`src/rtl/rofofo_pkg.sv`:
```
`default_nettype none
// ============================================================================
// Module   : rofofo_pkg
// Purpose  : Shared types and sizing helpers for the I2S sample packer.
//            PACKER_COMPRESS_EN selects 16-bit (2-byte) output samples.
// Revision : 1.0 - initial release
// ============================================================================
package rofofo_pkg;

  localparam int c_byte_w = 8;

  typedef logic [c_byte_w-1:0] byte_t;

  typedef enum logic [0:0] {
    IDLE = 1'b0,
    SEND = 1'b1
  } ser_state_t;

  // Right-shift amount that divides by the block-average length.
  function automatic int f_rf_shift(input int reduce_factor);
    return $clog2(reduce_factor);
  endfunction

  // Number of bytes sent per averaged sample.
  function automatic int f_nbytes(input int data_size);
`ifdef PACKER_COMPRESS_EN
    return 2;
`else
    return data_size / c_byte_w;
`endif
  endfunction

endpackage : rofofo_pkg
`default_nettype wire

```
`src/rtl/sample_averager.sv`:
```
`default_nettype none
// ============================================================================
// Module   : sample_averager
// Purpose  : Block-averages REDUCE_FACTOR signed samples. avg_done strobes
//            combinationally with the last sample of each block, with
//            avg_data holding the floor-divided average in that cycle.
// Revision : 1.0 - initial release
// ============================================================================
module sample_averager
  import rofofo_pkg::*;
#(
  parameter int DATA_SIZE     = 24,
  parameter int REDUCE_FACTOR = 2
) (
  input  logic                 clk,
  input  logic                 rst,
  input  logic                 sample_valid,
  input  logic [DATA_SIZE-1:0] sample_data,
  output logic                 avg_done,
  output logic [DATA_SIZE-1:0] avg_data
);

  localparam int c_shift = f_rf_shift(REDUCE_FACTOR);
  localparam int c_acc_w = DATA_SIZE + c_shift;
  localparam int c_cnt_w = (c_shift > 0) ? c_shift : 1;
  localparam logic [c_cnt_w-1:0] c_last_cnt = c_cnt_w'(REDUCE_FACTOR - 1);

  logic signed [c_acc_w-1:0] r_acc;
  logic        [c_cnt_w-1:0] r_cnt;
  logic signed [c_acc_w-1:0] w_sext;
  logic signed [c_acc_w-1:0] w_sum;

  // Sign-extend the incoming sample to accumulator width; the accumulator
  // is wide enough that a full block of samples can never overflow.
  assign w_sext   = c_acc_w'($signed(sample_data));
  assign w_sum    = r_acc + w_sext;
  assign avg_done = sample_valid && (r_cnt == c_last_cnt);
  // Arithmetic shift floors toward negative infinity.
  assign avg_data = DATA_SIZE'(w_sum >>> c_shift);

  // Accumulate each strobe; clear accumulator and counter on block completion.
  always_ff @(posedge clk) begin
    if (rst) begin
      r_acc <= '0;
      r_cnt <= '0;
    end else if (sample_valid) begin
      if (avg_done) begin
        r_acc <= '0;
        r_cnt <= '0;
      end else begin
        r_acc <= w_sum;
        r_cnt <= r_cnt + 1'b1;
      end
    end
  end

endmodule : sample_averager
`default_nettype wire

```
`src/rtl/i2s_sample_packer.sv`:
```
`default_nettype none
// ============================================================================
// Module   : i2s_sample_packer
// Purpose  : Decimates I2S PCM samples by block averaging and serialises each
//            average MSB-first onto a byte valid/ready stream. Averages that
//            complete while the serializer is busy are dropped and counted.
//            Define PACKER_COMPRESS_EN to send only the top 16 bits (2 bytes).
// Revision : 1.0 - initial release
// ============================================================================
module i2s_sample_packer
  import rofofo_pkg::*;
#(
  parameter int DATA_SIZE     = 24,
  parameter int REDUCE_FACTOR = 2,
  parameter int FIFO_WIDTH    = 8,
  parameter int DROP_CNT_W    = 8
) (
  input  logic                  clk,
  input  logic                  rst,
  input  logic                  sample_valid,
  input  logic [DATA_SIZE-1:0]  sample_data,
  output logic                  byte_valid,
  output logic [FIFO_WIDTH-1:0] byte_data,
  input  logic                  byte_ready,
  output logic                  busy,
  output logic [DROP_CNT_W-1:0] drop_count
);

  localparam int c_nbytes = f_nbytes(DATA_SIZE);
  localparam int c_hold_w = c_nbytes * FIFO_WIDTH;
  localparam int c_idx_w  = $clog2(c_nbytes);
  localparam logic [c_idx_w-1:0] c_last_idx = c_idx_w'(c_nbytes - 1);

  logic                  w_avg_done;
  logic [DATA_SIZE-1:0]  w_avg_data;
  logic [c_hold_w-1:0]   w_load_val;
  logic                  w_fire;
  logic                  w_last_hs;

  ser_state_t            r_state;
  logic [c_hold_w-1:0]   r_hold;
  logic [c_idx_w-1:0]    r_idx;
  logic                  r_valid;
  logic [DROP_CNT_W-1:0] r_drop;

  sample_averager #(
    .DATA_SIZE     (DATA_SIZE),
    .REDUCE_FACTOR (REDUCE_FACTOR)
  ) u_avg (
    .clk          (clk),
    .rst          (rst),
    .sample_valid (sample_valid),
    .sample_data  (sample_data),
    .avg_done     (w_avg_done),
    .avg_data     (w_avg_data)
  );

  // Keep the top c_hold_w bits of the average; in full mode this is all of it,
  // in compressed mode the low bits are truncated without rounding.
  assign w_load_val = c_hold_w'(w_avg_data >> (DATA_SIZE - c_hold_w));

  assign w_fire    = r_valid && byte_ready;
  assign w_last_hs = w_fire && (r_idx == c_last_idx);

  // The hold register shifts left per accepted byte, so its top byte is
  // always hold[DATA_SIZE-1-8*index -: 8] of the originally loaded value.
  assign byte_data  = r_hold[c_hold_w-1 -: FIFO_WIDTH];
  assign byte_valid = r_valid;
  assign busy       = (r_state == SEND);
  assign drop_count = r_drop;

  // Serializer FSM: load an average, emit it byte by byte, reload back-to-back
  // when a new average lands on the final handshake.
  always_ff @(posedge clk) begin
    if (rst) begin
      r_state <= IDLE;
      r_hold  <= '0;
      r_idx   <= '0;
      r_valid <= 1'b0;
    end else begin
      case (r_state)
        IDLE: begin
          if (w_avg_done) begin
            r_state <= SEND;
            r_hold  <= w_load_val;
            r_idx   <= '0;
            r_valid <= 1'b1;
          end
        end
        SEND: begin
          if (w_last_hs) begin
            if (w_avg_done) begin
              r_hold  <= w_load_val;
              r_idx   <= '0;
            end else begin
              r_state <= IDLE;
              r_valid <= 1'b0;
            end
          end else if (w_fire) begin
            r_hold <= r_hold << FIFO_WIDTH;
            r_idx  <= r_idx + 1'b1;
          end
        end
        default: begin
          r_state <= IDLE;
          r_valid <= 1'b0;
        end
      endcase
    end
  end

  // Count averages that arrive while a sample is still in flight; saturate.
  always_ff @(posedge clk) begin
    if (rst) begin
      r_drop <= '0;
    end else if (w_avg_done && (r_state == SEND) && !w_last_hs && (r_drop != '1)) begin
      r_drop <= r_drop + 1'b1;
    end
  end

endmodule : i2s_sample_packer
`default_nettype wire

```
`config.mk`:
```
export PLATFORM = sky130hd
export DESIGN_NAME = i2s_sample_packer
export DESIGN_NICKNAME = d
export VERILOG_FILES = /design/src/rtl/rofofo_pkg.sv /design/src/rtl/sample_averager.sv /design/src/rtl/i2s_sample_packer.sv
export SDC_FILE = /design/constraint.sdc
export NUM_CORES = 1
export LEC_CHECK = 0
export CORE_UTILIZATION = 40
export DETAILED_ROUTE_END_ITERATION = 8
export GPL_ROUTABILITY_DRIVEN = 0
export PLACE_DENSITY = 0.7
export SKIP_CTS_REPAIR_TIMING = 1
export SLEW_MARGIN = 20
export SYNTH_ARGS = -nofsm -noshare
export SYNTH_HDL_FRONTEND = slang
export SYNTH_SLANG_ARGS = --single-unit
```
`constraint.sdc`:
```
create_clock -name clk -period 3.1 [get_ports clk]
set_input_delay 0.62 -clock clk [delete_from_list [all_inputs] [get_ports clk]]
set_output_delay 0.62 -clock clk [all_outputs]
set_load 0.03 [all_outputs]
```
==> metrics.md <==
| Metric | Value |
|---|---|
| Final hold slack | 459 ps |
| Wire per inst | 15.5 µm |
| Vias in the first global route | 3,921 |
| CTS tree | yes |
| Worst-path clk slew | 80 ps |
| Row cnt | 36 |
| Root Driver | clkbuf_8 |
| Combinational Power Share | 33.6% |
| Via count | 4,027 |
| R2R Setup Slk | 460 ps |
| Pre-CTS setup slack | -327 ps |
| Synth Instances | 515 |
| GR Overflow Total | 0 |
| Clk network pwr share | 29.9% |
| Post-synthesis cell type count | 65 |
| Vias per cell | 5.60 |
| Clock buffer depth | 2 |
| First-pass GRT wire length | 18,600 µm |
| GRT Util Overall | 22.8% |
| CP Data Required Time | 3340 ps |
| TritonCTS buffer count | 9 |
| Most numerous cell in the Yosys netlist | nor2_1 |
| Worst slew pin tran | 1130 ps |
| Worst Path Max Fanout | 4 |
| Min Tclk post-route | 3020 ps |
| Total wire length | 11,100 µm |
| Yosys reg bits | 62 |
| Critical-path cell list | clkdlybuf4s50_1 > ha_1 > inv_1 > fa_1 > nand2b_1 > a21oi_2 > o21ai_2 > a211o_1 > o221ai_2 > xnor2_1 > a2111oi_1 |
| Remaining antenna violation count after routing | 0 |
| CTS Sinks | 62 |
| Initial core utilization | 41.2% |
| Ant diodes | 0 |
| H-tree depth | 3 |
| Worst skew pair latency | 360 ps |
| Die ar. | 10,400 µm² |
| Detail Placement HPWL | 8380 µm |
| Drt drc | 0 |
| Syn nets | 571 |
| Initial antenna violation count | 0 |
| Area delta synth->final | 24.9% |
| Worst clock skew | 10.5 ps |
| Syn Area/Cell | 7.77 µm² |
| WS Path Type | in2reg |
| Power density cells | 503 nW/µm² |
| Async set-reset flop share out of synthesis | 0% |
| Run status | finished clean |
| Layout cells sized above 1 | 12.3% |
| Pleak | 1.98 nW |
| Most common library cells after synthesis | nor2_1 (64), dfxtp_1 (62), nand2_1 (59) |
| I/O pin cnt | 46 |
| YS warnings | 0 |
| Largest net degree at the start of global routing | 34 |
| CORE AREA | 9730 µm² |
| Die Ht | 102 µm |
| Synth Cell Area | 4000 µm² |
| Post-DP Area | 4770 µm² |
| Number of iterations in the first detailed-routing pass | 5 |
| Finished Cell Area | 5000 µm² |
| Total Nets Final | 637 |
| # Max-Cap Violations | 0 |
| Total chip power | 2.52 mW |
| Hold Fails Final Rpt | 0 |
| Type of the worst min-delay path | reg2reg |
| Die width | 102 µm |
| Post-synthesis sequential area ratio | 31.0% |
| Final Max Slew Viols | 0 |
| Slew HR | 24.7% |
| Sequential Power Share | 36.5% |
| Sw Share | 35.5% |
| Synth top area share | 31.0% |
| WP data arrival | 3260 ps |
| IO Port Bufs | 45 |
| P_sw | 0.894 mW |
| Area leader, netlist | dfxtp_1 |
| Final setup violation count | 0 |
| Peak per-stage delay on the critical path | 460 ps |
| Max frequency | 331 MHz |
| Final Cycle Share | 97.4% |
| Worst vdd ir | 0.000288 V |
| Number of enable flip-flop cells after synthesis | 0 |
| CP Capture Type | flop |
| CP max stage cell | clkdlybuf4s50_1 |
| Power Internal | 1.62 mW |
| Primary FF master, synth | dfxtp_1 |
| Worst setup SP type | input pin |
| Most area-consuming cells after synthesis | dfxtp_1 (31%), ha_1 (8.4%), a21oi_1 (6.9%) |
| Initial DRC count | 192 |
| Worst Slack Setup Final | 80.5 ps |
## cells by family after synthesis
group                    after synthesis  share of synthesized area (%)
XOR/XNOR                              26                           6.03
AO/OA/AOI/OAI                        151                           24.8
multiplexers                           3                          0.750
flip-flops                            62                           31.0
AND/OR/NAND/NOR                      200                           23.4
buffers and inverters                 45                           5.03
adder cells (fa/ha/maj)               28                           8.94
## area by class of cell
cell class              instances  area, µm²
fillers                       983       4730
multi-input cells             408       2580
flip-flops and latches         62       1240
repair buffers                 86        753
well taps                     133        166
clock buffers                   9        124
clock inverters                 7       80.1
inverters                      14       52.6
## power by group through the flow
stage | Sequential, mW | Combinational (mW) | Clock (mW)
floorplan | 0.925 | 0.545 | 0
global placement | 0.935 | 0.806 | 0
detailed placement | 0.937 | 0.820 | 0
CTS | 0.919 | 0.829 | 0.768
global route | 0.928 | 0.926 | 0.798
finish | 0.919 | 0.845 | 0.753
## sequential cells by signal (all words and copies together), names as in the netlist
signal	cells
u_avg.r_cnt	1
r_hold	24
u_avg.r_acc	25
drop_count	8
busy	1
byte_valid	1
r_idx	2
## through the flow
stage / TNS [ps] / instances / util (%)
2_1_floorplan: 0 / 515 / -
3_3_place_gp: -537 / 702 / 49.0
3_5_place_dp: -1330 / 702 / 49.0
4_1_cts: 0 / 718 / 51.1
5_1_grt: -24.6 / 719 / 51.4
6_report: 0 / 719 / 51.4
## path summary, 6_finish.rpt
check,start,to,cells past startpoint
setup / recovery,sample_data[0],r_hold[19],11
hold / removal,r_hold[3],r_hold[3],2
setup reg to reg,u_avg.r_acc[0],r_hold[19],10
hold reg to reg,r_hold[3],r_hold[3],2
## worst max-delay path: cells and delay by family
family                   cells  cell delay [ps]
AND/OR/NAND/NOR              1              200
buffers and inverters        2              520
XOR/XNOR                     1              100
adder cells (fa/ha/maj)      2              570
AO/OA/AOI/OAI                5             1250
## layer usage
| layer | vias up | wire length (µm) | global-route usage, % |
|---|---|---|---|
| met5 | - | 0 | 0 |
| met4 | 0 | 252 | 8.13 |
| met3 | 29 | 655 | 5.27 |
| met2 | 125 | 5370 | 38.9 |
| met1 | 1896 | 4860 | 28.1 |
| li1 | 1977 | - | - |
## placed cells by master (no fill, tap or decap), types with 10 or more instances in the layout
cell type	Yosys	routed
a21oi_1	55	55
buf_4	8	41
clkdlybuf4s50_1	0	44
dfxtp_1	62	62
ha_1	27	27
inv_1	13	13
nand2_1	59	59
nand3_1	12	12
nor2_1	64	64
nor2b_1	18	18
o21ai_0	30	30
or3_1	10	10
xnor2_1	13	13
xor2_1	12	12
Note: power is estimated with default switching activity, not from simulation.
